<file path="src/rtl/lc3b_types.sv">
// Shared types and limits for the pipelined N-way select mux.
package lc3b_types;

  // Occupancy of the output register plus skid register.
  typedef enum logic [1:0] {
    MP_EMPTY = 2'd0,
    MP_FULL1 = 2'd1,
    MP_FULL2 = 2'd2
  } mux_pipe_state_t;

  localparam int unsigned MUX_PIPE_MAX_N = 32;

  // Select width for an n-way mux, never narrower than one bit.
  function automatic int unsigned mp_sel_w(input int unsigned n);
    return (n > 2) ? $clog2(n) : 1;
  endfunction

endpackage

</file>
<file path="src/rtl/mux_pipe_skid_reg.sv">
// One valid+payload register with load (priority) and clear.
module mux_pipe_skid_reg #(
  parameter int unsigned W = 17
) (
  input  logic         clk,
  input  logic         reset,
  input  logic         load_i,
  input  logic         clear_i,
  input  logic [W-1:0] data_i,
  output logic         valid_o,
  output logic [W-1:0] data_o
);

  logic         valid_q;
  logic [W-1:0] data_q;

  // Load captures a new beat; clear only drops the valid bit.
  always_ff @(posedge clk) begin
    if (reset) begin
      valid_q <= 1'b0;
      data_q  <= '0;
    end else if (load_i) begin
      valid_q <= 1'b1;
      data_q  <= data_i;
    end else if (clear_i) begin
      valid_q <= 1'b0;
    end
  end

  assign valid_o = valid_q;
  assign data_o  = data_q;

endmodule

</file>
<file path="src/rtl/mux_pipe_n.sv">
// N-way WIDTH-bit select mux with registered output and a 2-entry skid
// buffer, valid/ready on both sides, no combinational ready path.
// Optional build macro MUX_PIPE_SEL_CHECK_EN: adds sel_err and zeroes data
// for out-of-range selects instead of clamping to input N-1.
module mux_pipe_n
  import lc3b_types::*;
#(
  parameter  int unsigned WIDTH = 16,
  parameter  int unsigned N     = 8,
  localparam int unsigned SEL_W = mp_sel_w(N)
) (
  input  logic               clk,
  input  logic               reset,
  input  logic [N*WIDTH-1:0] in_data,
  input  logic [SEL_W-1:0]   in_sel,
  input  logic               in_valid,
  output logic               in_ready,
  output logic [WIDTH-1:0]   out_data,
  output logic               out_valid,
  input  logic               out_ready
`ifdef MUX_PIPE_SEL_CHECK_EN
  , output logic             sel_err
`endif
);

  localparam int unsigned IDX_W = $clog2(N * WIDTH);
`ifdef MUX_PIPE_SEL_CHECK_EN
  localparam int unsigned PW    = WIDTH + 1;
  localparam bit          POW2  = (N == (1 << SEL_W));
`else
  localparam int unsigned PW    = WIDTH;
`endif

  if (N < 2 || N > MUX_PIPE_MAX_N) begin : g_bad_n
    $error("mux_pipe_n: N=%0d outside supported range 2..%0d", N, MUX_PIPE_MAX_N);
  end

  mux_pipe_state_t   state_q, state_d;
  logic              in_ready_q;
  logic              accept_c;
  logic              in_range_c;
  logic [IDX_W-1:0]  base_c;
  logic [WIDTH-1:0]  sel_data_c;
  logic [PW-1:0]     sel_pay_c;
  logic              out_load_c, out_clear_c, out_from_skid_c;
  logic              skid_load_c, skid_clear_c;
  logic              out_vld, skid_vld;
  logic [PW-1:0]     out_pay, skid_pay, out_pay_in;

  // Range-checked indexed part-select of the requested input.
  always_comb begin
    in_range_c = (32'(in_sel) < N);
    base_c     = in_range_c ? IDX_W'(32'(in_sel) * WIDTH) : IDX_W'((N - 1) * WIDTH);
    sel_data_c = in_data[base_c +: WIDTH];
`ifdef MUX_PIPE_SEL_CHECK_EN
    sel_pay_c  = {1'b0, sel_data_c};
    if (!in_range_c && !POW2) begin
      sel_pay_c = {1'b1, WIDTH'(0)};
    end
`else
    sel_pay_c  = sel_data_c;
`endif
  end

  // Next occupancy and register load/clear strobes.
  always_comb begin
    state_d         = state_q;
    out_load_c      = 1'b0;
    out_clear_c     = 1'b0;
    out_from_skid_c = 1'b0;
    skid_load_c     = 1'b0;
    skid_clear_c    = 1'b0;
    accept_c        = in_valid && in_ready_q;
    case (state_q)
      MP_EMPTY: begin
        if (accept_c) begin
          out_load_c = 1'b1;
          state_d    = MP_FULL1;
        end
      end
      MP_FULL1: begin
        if (out_ready) begin
          if (accept_c) begin
            out_load_c = 1'b1;
          end else begin
            out_clear_c = 1'b1;
            state_d     = MP_EMPTY;
          end
        end else if (accept_c) begin
          skid_load_c = 1'b1;
          state_d     = MP_FULL2;
        end
      end
      MP_FULL2: begin
        if (out_ready && skid_vld) begin
          out_load_c      = 1'b1;
          out_from_skid_c = 1'b1;
          skid_clear_c    = 1'b1;
          state_d         = MP_FULL1;
        end
      end
      default: state_d = MP_EMPTY;
    endcase
  end

  // Occupancy state and registered in_ready.
  always_ff @(posedge clk) begin
    if (reset) begin
      state_q    <= MP_EMPTY;
      in_ready_q <= 1'b1;
    end else begin
      state_q    <= state_d;
      in_ready_q <= (state_d != MP_FULL2);
    end
  end

  assign out_pay_in = out_from_skid_c ? skid_pay : sel_pay_c;

  mux_pipe_skid_reg #(.W(PW)) u_out (
    .clk     (clk),
    .reset   (reset),
    .load_i  (out_load_c),
    .clear_i (out_clear_c),
    .data_i  (out_pay_in),
    .valid_o (out_vld),
    .data_o  (out_pay)
  );

  mux_pipe_skid_reg #(.W(PW)) u_skid (
    .clk     (clk),
    .reset   (reset),
    .load_i  (skid_load_c),
    .clear_i (skid_clear_c),
    .data_i  (sel_pay_c),
    .valid_o (skid_vld),
    .data_o  (skid_pay)
  );

  assign in_ready  = in_ready_q;
  assign out_valid = out_vld;
  assign out_data  = out_pay[WIDTH-1:0];
`ifdef MUX_PIPE_SEL_CHECK_EN
  assign sel_err   = out_pay[WIDTH];
`endif

endmodule

</file>
<file path="config.mk">
export PLATFORM = sky130hd
export DESIGN_NAME = mux_pipe_n
export DESIGN_NICKNAME = d
export VERILOG_FILES = /design/src/rtl/lc3b_types.sv /design/src/rtl/mux_pipe_skid_reg.sv /design/src/rtl/mux_pipe_n.sv
export SDC_FILE = /design/constraint.sdc
export NUM_CORES = 1
export LEC_CHECK = 0
export CAP_MARGIN = 40
export CORE_MARGIN = 1.5
export CORE_UTILIZATION = 36
export DETAILED_ROUTE_END_ITERATION = 8
export PLACE_DENSITY = 0.84
export SYNTH_ARGS = -nofsm -noshare
export SYNTH_HDL_FRONTEND = slang
export SYNTH_SLANG_ARGS = --single-unit
</file>
<file path="constraint.sdc">
create_clock -name clk -period 1.9 [get_ports clk]
set_clock_uncertainty 0.15 [all_clocks]
set_input_delay 0.38 -clock clk [delete_from_list [all_inputs] [get_ports clk]]
set_output_delay 0.38 -clock clk [all_outputs]
set_load 0.05 [all_outputs]
</file>
==> flow_results.org <==
** Timing
- Final Cycle Share :: 98.7%
- The final count of pins violating max slew was 0.
- Across all hold checks on the routed design, the worst slack comes to 0.341 ns.
- Setup repair after global routing left no endpoint under its margin.
- Final Hold Fails :: 0
- Measured against its own limit, the worst slew margin works out to 79.4%.
- For the pin with the worst max-slew slack, the measured transition is 0.300 ns.
- After routing, the total negative slack on setup checks comes to 0 ns.
- Derived from the worst setup path, the maximum achievable clock frequency is 533 MHz.
- Setup violations remaining at the end of the flow were counted as 0.
- Counting I/O delays and the setup requirement, the final critical path takes 1.88 ns.

** Route
- First-pass detailed-route iteration total :: 4
- Routed via count :: 2478
- For this block, the initial DRC count from the detailed router was 191.
- In the routed design, unresolved DRC markers number 0.
- In the routed layout, each cell is associated on average with a via count of 5.57.
- Once detail routing completed, the nets flagged for antenna violations numbered 0.
- The final layout contains routed wiring with a total length of 7910 um.
- In the final routed layout, each cell accounts on average for 17.8 um.

** Synth
- After technology mapping, the gate count stands at 211.
- Compound-Gate Fraction of Synth Area :: 13.4%
- Adder and majority cell fraction of the synthesized area :: 0%
- Of the total synthesized cell area, the portion taken by XOR and XNOR cells is 0%.
- Multiplexer area fraction after synthesis :: 35.6%
- Net count of the mapped netlist :: 346
- Distinct cells, synth :: 27
- The Yosys step of the flow raised 0 warnings.
- Cell taking the most area after synthesis :: sky130_fd_sc_hd__dfxtp_1
- Syn Std Cell Area :: 2470 um2
- Post-synthesis share of cell area spent on and, or, nand and nor gates :: 15.8%
- Avg Inst Size Synth :: 11.7 um2
- After synthesis, the largest family of logic cells by area is multiplexers.
- Leading post-synthesis cells by cell area :: sky130_fd_sc_hd__dfxtp_1 (30%), sky130_fd_sc_hd__mux4_2 (29%), sky130_fd_sc_hd__mux2i_1 (6.5%)
- Summing the sequential cell areas from Yosys gives 29.9% of the chip area.
- Counting flops and latches in the post-synthesis netlist gives 37.
- The synthesized design devotes to its leading area cell type 29.9% of total area.

** Place
- Port buffering added 152 buffers.
- Cell Count Post-Placement :: 437
- Post-DP HPWL :: 6390 um
- Final weighted congestion in routability-driven placement :: 0.896

** Power and ir drop
- Total power divided by cell area :: 578 nW/um2
- For this design the static power due to leakage is 1.53 nW.
- Largest vdd supply drop :: 0.339 mV

** Layout
- Final net count :: 499
- Area of combinational cells with multiple inputs :: 1620 um2
- Registers take 742 um2.
- Count of filler cells inserted in the layout :: 523
- Share of post-route cells with drive strength above 1 :: 22.7%
- Non-filler cells in the finished layout :: 445
- Relative to the synthesized area, the layout overhead comes to 70.2%.
- 0 antenna diodes ended up in the layout.

** Flow run
- Across the run, the number of max-cap violations was 0.

** Clock network
- Clock root buffer :: sky130_fd_sc_hd__clkbuf_8
- CTS tree :: done
- Max clock buf depth :: 2
- Clock transition time at the flip-flop clock pins of the worst setup and hold paths :: 0.08 ns
- In this run, CTS created clock tree buffers numbering 5.
- The number of gates resized after CTS was 0.
- Source-to-sink clock delay at the later pin of the worst-skew pair :: 0.29 ns
- Count of hold buffers inserted by post-cts repair :: 0
- Once the clock tree was built, the setup fixing pass inserted 0 buffers.
- CTS built an H-tree with a depth of 2.
- CTS saw 37 sinks.

** Floorplan
- Pin placement for this block handled 153 I/O pins.
- Chip height :: 85.9 um
- The core region is 6720 um2.
- Row cnt :: 30
- The die covers 7380 um2.
- The initial utilization of the core area, before any placement, comes to 36.8%.
- Die Width :: 85.9 um

** Critical path
- Endpoint kind of the worst setup timing path :: register
- The worst setup path is of the in2reg kind.
- The slowest stage of the critical path is the sky130_fd_sc_hd__clkdlybuf4s50_1 cell.
- Setup slack on the worst reg-to-reg path comes out at 0.25 ns.
- Arrival time at the worst endpoint :: 1.88 ns
- Of all nets on the critical path, the largest fanout is 32.
- Critical Path Max Stage Delay :: 0.50 ns
- Launching element type of the critical path :: primary input
- Endpoint required time on the critical path :: 1.90 ns
- Traced cell by cell, the critical path runs through clkdlybuf4s50_1, buf_12, mux4_2, mux2i_1, o221ai_1.

** Global routing
- Global routing consumed, over all layers together, 21.5% of the routing resources.
- After global routing the overflow that remains totals 0.
- Global-route wire length before repair :: 12300 um
- The via count of the first global-routing pass is 2531.
- Antenna violations before repair :: 0
- Entering global routing, the biggest net connects 54 pins.

** Hold path
- The tightest min-delay check is of the reg2reg type.

** Outcome
- Result of the run :: complete, no violations
power breakdown:
| part | internal [mW] | switching (mW) | leakage (nW) | total (mW) |
|---|---|---|---|---|
| Sequential | 0.843 | 0.0451 | 0.303 | 0.888 |
| Combinational | 0.533 | 0.411 | 1.18 | 0.944 |
| Clock | 0.328 | 0.274 | 0.0542 | 0.602 |
| Total | 1.70 | 0.731 | 1.53 | 2.43 |
worst paths after layout:
check	startpoint	to	depth (start not counted)
setup / recovery	in_sel[2]	u_out.data_o[0]$_SDFFE_PP0P_	5
hold / removal	u_out.valid_o$_SDFFE_PP0P_	u_out.valid_o$_SDFFE_PP0P_	2
setup reg to reg	state_q[0]$_SDFF_PP0_	u_skid.data_o[0]$_SDFFE_PP0P_	5
hold reg to reg	u_out.valid_o$_SDFFE_PP0P_	u_out.valid_o$_SDFFE_PP0P_	2
state kept, by name (all words and copies together) (netlist names):
signal	cells
in_ready	1
state_q	2
u_out.data_o	16
u_out.valid_o	1
u_skid.data_o	16
u_skid.valid_o	1
cells in the mapped netlist, drive strengths merged:
cell / count
and2b: 1
nand2: 3
nand4b: 2
a21oi: 3
inv: 1
and3b: 1
a211oi: 16
o311ai: 1
nand3b: 16
clkbuf: 8
o21ba: 1
nand2b: 17
o221ai: 16
nor3b: 1
mux2i: 16
dfxtp: 37
a31oi: 1
nor2: 20
mux4: 32
and4b: 1
o21bai: 2
nand3: 2
buf: 13
placed cells by master, fill, tap and decap left out, types with 3 or more instances in the layout:
cell,count
sky130_fd_sc_hd__nand3b_1,16
sky130_fd_sc_hd__clkbuf_8,7
sky130_fd_sc_hd__o221ai_1,16
sky130_fd_sc_hd__mux2i_1,13
sky130_fd_sc_hd__dfxtp_1,36
sky130_fd_sc_hd__a211oi_1,16
sky130_fd_sc_hd__buf_4,28
sky130_fd_sc_hd__buf_12,5
sky130_fd_sc_hd__a21oi_1,3
sky130_fd_sc_hd__clkdlybuf4s50_1,132
sky130_fd_sc_hd__nor2_1,20
sky130_fd_sc_hd__mux4_2,32
sky130_fd_sc_hd__nand2b_1,17
sky130_fd_sc_hd__mux2i_2,3
metrics by stage:
stage	instance area (um2)	power (mW)	util, %	setup WS [ns]
final	4210	2.43	62.7	0.0244
after global routing	4210	2.55	62.7	0.000376
after CTS	4200	2.44	62.5	0.0153
after detailed placement	4100	1.84	61.0	-0.283
after global placement	4100	1.82	61.0	-0.244
after floorplan	2480	1.39	-	0.0877
worst max-delay path, delay by kind of cell:
| family | cells | cell delay, ns |
|---|---|---|
| AO/OA/AOI/OAI | 1 | 0.17 |
| buffers and inverters | 2 | 0.71 |
| multiplexers | 2 | 0.60 |
kinds of logic after synthesis:
family,after synthesis
DFF,37
buffers and inverters,22
and+or+nand+nor,64
muxes,48
AOI/OAI and AO/OA,40
final cells by class:
type                    instances  share of cell area [%]
clock buffers                   7                    2.29
clock inverters                 1                   0.119
inverters                       1                  0.0891
multi-input cells             152                    38.4
flip-flops and latches         37                    17.6
well taps                      80                    2.38
repair buffers                167                    39.2
routing by layer:
layer | vias to the layer above | part of all wire (%) | global-route usage (%) | wire (um)
li1 | 1149 | - | - | -
met3 | 14 | 7.0 | 5.39 | 553
met4 | 0 | 2.8 | 9.09 | 218
met1 | 1186 | 38 | 26.1 | 3010
met5 | - | 0 | 0 | 0
met2 | 129 | 52 | 36.3 | 4140
(Power assumes the default switching activity.)
